===== src/rtl/knap_search.sv =====
// ---------------------------------------------------------------------------
// knap_search
//
// Exhaustive knapsack search engine. Item values and weights are loaded
// through the cfg_* port. A start pulse walks all 2^N item selections in
// Gray-code order. Only one bit of the selection changes per step, so the
// running value and weight sums need just one add or subtract per cycle.
// The block reports the best qualifying selection: the largest value whose
// weight is <= max_weight and whose value is >= min_value. On equal values
// the candidate that was evaluated first is kept.
//
// Ports
//   clk, rst                 clock, synchronous active-high reset
//   cfg_we/idx/value/weight  item table write (ignored while busy;
//                            idx >= N is dropped)
//   max_weight, min_value    qualification bounds, latched at start
//   start, abort             begin a search / stop a running search
//   busy, done               state flags (RUN / DONE)
//   found                    at least one qualifying selection this run
//   best_sel/value/weight    best selection so far and its sums
// ---------------------------------------------------------------------------
module knap_search #(
    parameter int N     = 21,
    parameter int IW    = 5,
    parameter int VAL_W = 8,
    parameter int SUM_W = 13
) (
    input  logic             clk,
    input  logic             rst,
    input  logic             cfg_we,
    input  logic [IW-1:0]    cfg_idx,
    input  logic [VAL_W-1:0] cfg_value,
    input  logic [VAL_W-1:0] cfg_weight,
    input  logic [SUM_W-1:0] max_weight,
    input  logic [SUM_W-1:0] min_value,
    input  logic             start,
    input  logic             abort,
    output logic             busy,
    output logic             done,
    output logic             found,
    output logic [N-1:0]     best_sel,
    output logic [SUM_W-1:0] best_value,
    output logic [SUM_W-1:0] best_weight
);

    typedef enum logic [1:0] {S_IDLE, S_RUN, S_DONE} state_t;

    // k is one bit wider than the selection so the terminal value
    // 2^N-1 can be compared without any wrap ambiguity.
    localparam logic [N:0]  LAST_K = {1'b0, {N{1'b1}}};
    localparam logic [IW:0] N_IDX  = (IW+1)'(N);

    state_t           state_reg;
    logic [N:0]       k_reg;
    logic [N-1:0]     sel_reg;
    logic [SUM_W-1:0] sum_v_reg;
    logic [SUM_W-1:0] sum_w_reg;
    logic [SUM_W-1:0] max_w_reg;
    logic [SUM_W-1:0] min_v_reg;

    logic [VAL_W-1:0] value_reg  [N];
    logic [VAL_W-1:0] weight_reg [N];

    // Table writes are accepted whenever no search is running.
    logic cfg_ok;
    assign cfg_ok = cfg_we && (state_reg != S_RUN) && ({1'b0, cfg_idx} < N_IDX);

    genvar gi;
    generate
        for (gi = 0; gi < N; gi++) begin : g_item
            always_ff @(posedge clk) begin
                if (rst) begin
                    value_reg[gi]  <= '0;
                    weight_reg[gi] <= '0;
                end else if (cfg_ok && (cfg_idx == IW'(gi))) begin
                    value_reg[gi]  <= cfg_value;
                    weight_reg[gi] <= cfg_weight;
                end
            end
        end
    endgenerate

    // Next step count and the Gray bit it flips: the position of the
    // lowest set bit of k+1 (k+1 is never zero while advancing).
    logic [N:0]    k_next;
    logic [IW-1:0] tz_idx;
    assign k_next = k_reg + 1'b1;

    always_comb begin
        tz_idx = '0;
        for (int i = N - 1; i >= 0; i--) begin
            if (k_next[i]) tz_idx = IW'(i);
        end
    end

    logic             bit_now;
    logic [SUM_W-1:0] item_v;
    logic [SUM_W-1:0] item_w;
    logic             qualifies;
    logic             better;

    assign bit_now   = sel_reg[tz_idx];
    assign item_v    = {{(SUM_W-VAL_W){1'b0}}, value_reg[tz_idx]};
    assign item_w    = {{(SUM_W-VAL_W){1'b0}}, weight_reg[tz_idx]};
    assign qualifies = (sum_w_reg <= max_w_reg) && (sum_v_reg >= min_v_reg);
    // Strict greater-than keeps the earlier candidate on a tie.
    assign better    = qualifies && (!found || (sum_v_reg > best_value));

    always_ff @(posedge clk) begin
        if (rst) begin
            state_reg   <= S_IDLE;
            busy        <= 1'b0;
            done        <= 1'b0;
            found       <= 1'b0;
            best_sel    <= '0;
            best_value  <= '0;
            best_weight <= '0;
            k_reg       <= '0;
            sel_reg     <= '0;
            sum_v_reg   <= '0;
            sum_w_reg   <= '0;
            max_w_reg   <= '0;
            min_v_reg   <= '0;
        end else begin
            case (state_reg)
                S_IDLE, S_DONE: begin
                    if (start) begin
                        state_reg   <= S_RUN;
                        busy        <= 1'b1;
                        done        <= 1'b0;
                        found       <= 1'b0;
                        best_sel    <= '0;
                        best_value  <= '0;
                        best_weight <= '0;
                        k_reg       <= '0;
                        sel_reg     <= '0;
                        sum_v_reg   <= '0;
                        sum_w_reg   <= '0;
                        max_w_reg   <= max_weight;
                        min_v_reg   <= min_value;
                    end
                end
                S_RUN: begin
                    if (abort) begin
                        // Current candidate is dropped; partial best holds.
                        state_reg <= S_IDLE;
                        busy      <= 1'b0;
                        done      <= 1'b0;
                    end else begin
                        if (better) begin
                            found       <= 1'b1;
                            best_sel    <= sel_reg;
                            best_value  <= sum_v_reg;
                            best_weight <= sum_w_reg;
                        end
                        if (k_reg == LAST_K) begin
                            state_reg <= S_DONE;
                            busy      <= 1'b0;
                            done      <= 1'b1;
                        end else begin
                            k_reg   <= k_next;
                            sel_reg <= sel_reg ^ (N'(1) << tz_idx);
                            if (!bit_now) begin
                                sum_v_reg <= sum_v_reg + item_v;
                                sum_w_reg <= sum_w_reg + item_w;
                            end else begin
                                sum_v_reg <= sum_v_reg - item_v;
                                sum_w_reg <= sum_w_reg - item_w;
                            end
                        end
                    end
                end
                default: begin
                    state_reg <= S_IDLE;
                    busy      <= 1'b0;
                    done      <= 1'b0;
                end
            endcase
        end
    end

endmodule


===== config.mk =====
export PLATFORM = sky130hd
export DESIGN_NAME = knap_search
export DESIGN_NICKNAME = d
export VERILOG_FILES = /design/src/rtl/knap_search.sv
export SDC_FILE = /design/constraint.sdc
export NUM_CORES = 1
export LEC_CHECK = 0
export CAP_MARGIN = 20
export CORE_MARGIN = 2
export CORE_UTILIZATION = 62
export DETAILED_ROUTE_END_ITERATION = 10
export PLACE_DENSITY = 0.81
export SLEW_MARGIN = 5
export SYNTH_ARGS = -nofsm -noshare
export SYNTH_HDL_FRONTEND = slang
export SYNTH_SLANG_ARGS = --single-unit

===== constraint.sdc =====
create_clock -name clk -period 9.71 [get_ports clk]
set_input_delay 1.942 -clock clk [delete_from_list [all_inputs] [get_ports clk]]
set_output_delay 1.942 -clock clk [all_outputs]
set_load 0.005 [all_outputs]

; Word level (Yosys, flattened, before mapping)
; Memories as Yosys holds them, arrays and structs flattened.
; Cells that the tools add are included.
[word_totals]
out_inout_bits = 50
regBits = 147
n_memories = 2
ram_bits = 336
[memory_table]
columns = name, words, width, rd, rd_ports_with_merged_regs, write_ports, line
row1 = value_reg, 21, 8, 1, 0, 21, 61  ; logic [VAL_W-1:0] value_reg [N];
row2 = weight_reg, 21, 8, 1, 0, 21, 62  ; logic [VAL_W-1:0] weight_reg [N];
[classes]
n_reduce_logical = 35
mux = 171
shifts = 1
n_addsub = 5
order_cmp = 5
bitwise = 43
eq_ne = 29
[op_table]
columns = cell, count
row1 = 8-bit two-way mux, 42
row2 = 13-bit two-way mux, 11
row3 = 21-bit two-way mux, 5
row4 = 5-bit two-way mux, 21
row5 = 13-bit one-hot mux with 2 select lines, 4
row6 = 21-bit one-hot mux with 2 select lines, 2
row7 = 1-bit two-way mux, 74
row8 = 22-bit two-way mux, 3
row9 = 22-bit one-hot mux with 2 select lines, 1
row10 = 1-bit bitwise OR, 42
row11 = "5-bit by 4-bit equality test with 1-bit output, second input constant", 8
row12 = 13-bit by 8-bit adder with 13-bit output, 2
row13 = 13-bit by 8-bit subtractor with 13-bit output, 2
row14 = "5-bit equality test, second input constant", 5
row15 = 1-bit logical AND, 25
row16 = "22-bit by 1-bit adder with 22-bit output, second input constant", 1
row17 = "22-bit by 21-bit equality test with 1-bit output, second input constant", 1
row18 = "1-bit by 5-bit << shifter with 21-bit output, first input constant", 1
row19 = 21-bit XOR, 1
row20 = "5-bit by 3-bit equality test with 1-bit output, second input constant", 4
row21 = 13-bit >= comparator, 1
row22 = 13-bit > comparator, 1
row23 = 13-bit less-or-equal comparator, 1
row24 = "5-bit by 2-bit equality test with 1-bit output, second input constant", 2
row25 = 20 further kinds, 29

; Depth between registers and ports, before layout
[logic_depth]
depth_word = 28
depth_mapped = 39
mapped_depth_nobuf = 32

; Worst setup path before layout
; Ideal clock, no wire load.
[synth_timing]
path_type = flip-flop to flip-flop
from = reg k_reg[1]
to = reg sum_w_reg[12]
stages_incl_launch_ff = 39
synth_period_minus_slack_ns = 6.928
path_buffers = 7
setup_ns = 0.124
t_arrival_ns = 6.803
path_slack_ns = 2.782
required_ns = 9.586
path_cell_list = dfxtp_1 -> ha_1 -> buf_2 -> nand3_1 -> buf_2 -> or3_1 -> nand4_1 -> o211ai_1 -> or2_2 -> o21ai_2 -> buf_6 -> buf_4 -> buf_4 -> buf_4 -> buf_2 -> mux2i_1 -> o2bb2ai_1 -> a2111oi_0 -> [... 3 more ...] -> ha_1 -> inv_1 -> nand2_1 -> xnor2_1 -> ha_1 -> nor2b_1 -> o21ai_0 -> a21oi_1 -> o21ai_0 -> a21oi_1 -> o21ai_0 -> nand2b_1 -> a21o_1 -> a21o_1 -> a21o_1 -> a21oi_1 -> nor4bb_1 -> a2111o_1
[synth_between]
elab_chain_cells = 28
word_cells_on_any_way = 34
[synth_lines]
columns = item, line
row1 = from (decl), 54  ; logic [N:0] k_reg;
row2 = from (signal assigned), 161  ; k_reg <= k_next;
row3 = 22-bit by 1-bit adder with 22-bit output, 87  ; assign k_next = k_reg + 1'b1;
row4 = 5-bit two-way mux (21 in a row), 92  ; if (k_next[i]) tz_idx = IW'(i);
row5 = memory read 21 x 8 bit / 1-bit binary-select mux with 5-bit select (equally long branches), -
row6 = 13-bit by 8-bit adder with 13-bit output (tied with other cells), 165  ; sum_w_reg <= sum_w_reg + item_w;
row7 = 13-bit two-way mux, 163  ; if (!bit_now) begin
row8 = 13-bit two-way mux, 156  ; if (k_reg == LAST_K) begin
row9 = 13-bit two-way mux, 144  ; if (abort) begin
row10 = 13-bit one-hot mux with 2 select lines, 125  ; case (state_reg)
row11 = to (signal assigned), 165
row12 = to (signal assigned), 168  ; sum_w_reg <= sum_w_reg - item_w;
row13 = to (decl), 57  ; logic [SUM_W-1:0] sum_w_reg;
; Parallel ways exist; a longest one is shown, timed or not. The select of a mux whose other input is x is not followed.
; A chain may end at the register's enable or synchronous reset.

; Final worst setup path
[layout_timing]
from = reg k_reg[0]
to = reg sum_v_reg[12]
[layout_between]
elab_chain_cells = 28
word_cells_on_any_way = 34
[layout_lines]
columns = item, line
row1 = 22-bit by 1-bit adder with 22-bit output, 87
row2 = 5-bit two-way mux (21 in a row), 92
row3 = memory read 21 x 8 bit / 1-bit binary-select mux with 5-bit select (equally long branches), -
row4 = 13-bit by 8-bit adder with 13-bit output (tied with other cells), 164  ; sum_v_reg <= sum_v_reg + item_v;
row5 = 13-bit two-way mux, 163
row6 = 13-bit two-way mux, 156
row7 = 13-bit two-way mux, 144
row8 = 13-bit one-hot mux with 2 select lines, 125
row9 = to (signal assigned), 164
row10 = to (signal assigned), 167  ; sum_v_reg <= sum_v_reg - item_v;
row11 = to (decl), 56  ; logic [SUM_W-1:0] sum_v_reg;
; Parallel ways exist; a longest one is shown, timed or not. The select of a mux whose other input is x is not followed.

==> flow_summary.ini <==
[run_status]
status = finished, final reports clean

[timing]
relSlewSlack_pct = 15.1
fin_crit_sh_pct = 91.6
finalSetupViolCount = 0
holdWs_ns = 0.448
hold_viol = 0
slew_viol_final = 0
max_freq_mhz = 112
rsz0062_at_grt = false
clock_skew_ns = 0.0212
post-route-min-period_ns = 8.90
setup-tns-final_ns = 0
tightest_slew_ns = 1.24

[worst_setup_path]
cp.depth = 31
cp_common_cell = o21ai_0
startpoint = k_reg[0]
crit_required_ns = 10.24
timing.rr.end = sum_v_reg[12]
slowest_delay_ns = 0.63
crit_slowest_cell = nor4_2
end_kind = flip-flop
r2r_slack_ns = 0.81
critPathKind = flip-flop to flip-flop
cp-start-kind = flip-flop
cp_top_family = compound AO/OA/AOI/OAI gates
cp_max_fo = 30
worstReg2RegStart = k_reg[0]
crit_buf_inv = 3
crit_arrival_ns = 9.43
ff2ff_path_depth = 31
crit_path_end = sum_v_reg[12]

[global_routing]
grt-ovfl-total = 0
grt_pass1_wl_um = 112000
grt_pass1_vias = 18700
grt_usage_pct = 35.2
antenna_found_initial = 1
grt_start_max_net_pins = 90

[drt]
vias_per_cell = 6.53
dr.pass1.iters = 9
ant_nets = 0
routed_wl_um = 73900
vias = 19900
first_iter_violations = 2603
drc_errors = 0
wl_per_cell_um = 24.3

[floorplan]
start_util_pct = 63.0
core_sq_um = 39800
fp.dieW_um = 205
rows = 73
ios = 102
dieHeight_um = 205
dieArea_sq_um = 42100

[synthesis]
synth.avg_cell_area_sq_um = 10.2
ys_types = 90
async_flop_share_pct = 0
synth_edf_count = 336
synth_flop_cell = edfxtp_1
synth.cell_area_sq_um = 25100
yosysWarnings = 0
synth-seq-cells = 483
yosysSeqAreaShare_pct = 51.9
syn-num-nets = 2583
synth_cells = 2463

[clock_network]
clock_sinks = 483
cts_tree = done
ctsHoldBuffers = 0
cts_resized = 0
clk-insertion-delay-late_ns = 0.61
cts_made_buffers = 49
htreeDepth = 2
postCtsSetupBuffers = 0
clkTransAtPathRegs_ns = 0.06
clk_path_buf_depth = 3
cts_root_buffer = clkbuf_16

[layout]
layout-drive-gt1-share_pct = 8.78
fill_cells = 2909
synthToLayoutAreaGrowth_pct = 11.9
layout.nets = 2597
final_cells = 3043

[power]
power_leakage_nw = 10.5
powerDensity_nw_per_um2 = 162
power_mw = 4.54
peakVddDrop_v = 0.000187

[flow_run]
cap_violations = 0

[hold_path]
min_path_type = flip-flop to flip-flop

[place]
io_buffers = 101
routabilityCongestion = 0.970
dpl.hpwl_um = 49500
dp_cells = 2948
## worst min path at each step
stage / startpoint / to / slack, ns / cells past startpoint
CTS: best_weight[6] / best_weight[6] / 0.45 / 2
detailed placement: best_weight[6] / best_weight[6] / 0.44 / 2
global route: best_weight[6] / best_weight[6] / 0.47 / 2
global placement: best_sel[4] / best_sel[4] / 0.44 / 2
finish: best_weight[6] / best_weight[6] / 0.45 / 2
floorplan: max_w_reg[10] / max_w_reg[10] / 0.44 / 2
## cell families after synthesis
logic type | Yosys count | synth area share, %
xor+xnor | 58 | 2.02
fa+ha+maj | 68 | 3.45
compound gates | 514 | 13.7
simple gates | 996 | 21.3
buf+inv | 269 | 4.34
mux | 75 | 3.24
flops | 483 | 51.9
## cell usage after synthesis (all sizes together) (6+ instances only)
cell,instances,area [sq um]
o21a,11,82.6
nand2,225,845
a21boi,8,60.1
buf,54,283
mux2i,24,240
nor3,35,180
and2,344,2150
a2111oi,9,78.8
a221o,6,60.1
nor2b,20,125
a211o,9,78.8
and3,14,87.6
xnor2,26,228
o211ai,7,57.6
mux2,51,574
ha,66,826
nand2b,21,131
a31oi,17,106
o31ai,6,58.8
clkbuf,140,526
a221oi,43,377
a21oi,167,847
or3,19,134
nand4,69,450
nor2,131,492
a21o,31,233
a211oi,18,135
o21ai,88,444
or2,7,43.8
nand3b,9,67.6
edfxtp,336,10100
xor2,32,280
o221ai,10,87.6
inv,75,282
o21bai,9,67.6
or4,6,45.0
o22ai,8,56.3
nor3b,6,45.0
a22oi,15,113
nand3,61,305
dfxtp,147,2940
nor4,16,128
## power breakdown
group | internal [mW] | total (mW) | switching [mW]
clock network | 1.06 | 1.88 | 0.821
logic | 0.117 | 0.370 | 0.253
registers | 2.26 | 2.29 | 0.0274
total | 3.44 | 4.54 | 1.10
## cell type report
class	instances	area [sq um]	area share [%]
Antenna cell	1	2.50	0.00890
Clock buffer	72	1450	5.15
Clock inverter	19	143	0.508
Inverter	75	282	1.00
Multi-Input combinational cell	1711	11100	39.4
Sequential cell	483	13000	46.4
Tap cell	525	657	2.34
Timing Repair Buffer	157	1470	5.23
## placed cells by master, fill, tap and decap left out, types with 75 or more instances in the layout
cell and instances:
nand2_1 225, nor2_1 130, and2_1 343, edfxtp_1 336, inv_1 75, clkdlybuf4s50_1 100
a21oi_1 165, dfxtp_1 147, o21ai_0 80
## worst min-delay path: cells and delay by family (launching register included)
family          cells  cell delay, ns
flops               1            0.31
simple gates        1            0.05
compound gates      1            0.05
## metrics by stage
step / utilization (%) / area, sq um / setup WS [ns]
4_1_cts: 70.5 / 28100 / 0.994
3_5_place_dp: 66.5 / 26500 / 1.05
6_report: 70.6 / 28100 / 0.813
2_1_floorplan: - / 25100 / 2.78
3_3_place_gp: 66.4 / 26400 / 1.18
5_1_grt: 70.6 / 28100 / 0.0186
## per-layer routing
layer	wire length, um	track usage [%]
met5	11	0
met4	3410	15.6
met3	8180	7.51
met2	33900	55.4
met1	28300	47.1
(Power assumes the default switching activity.)
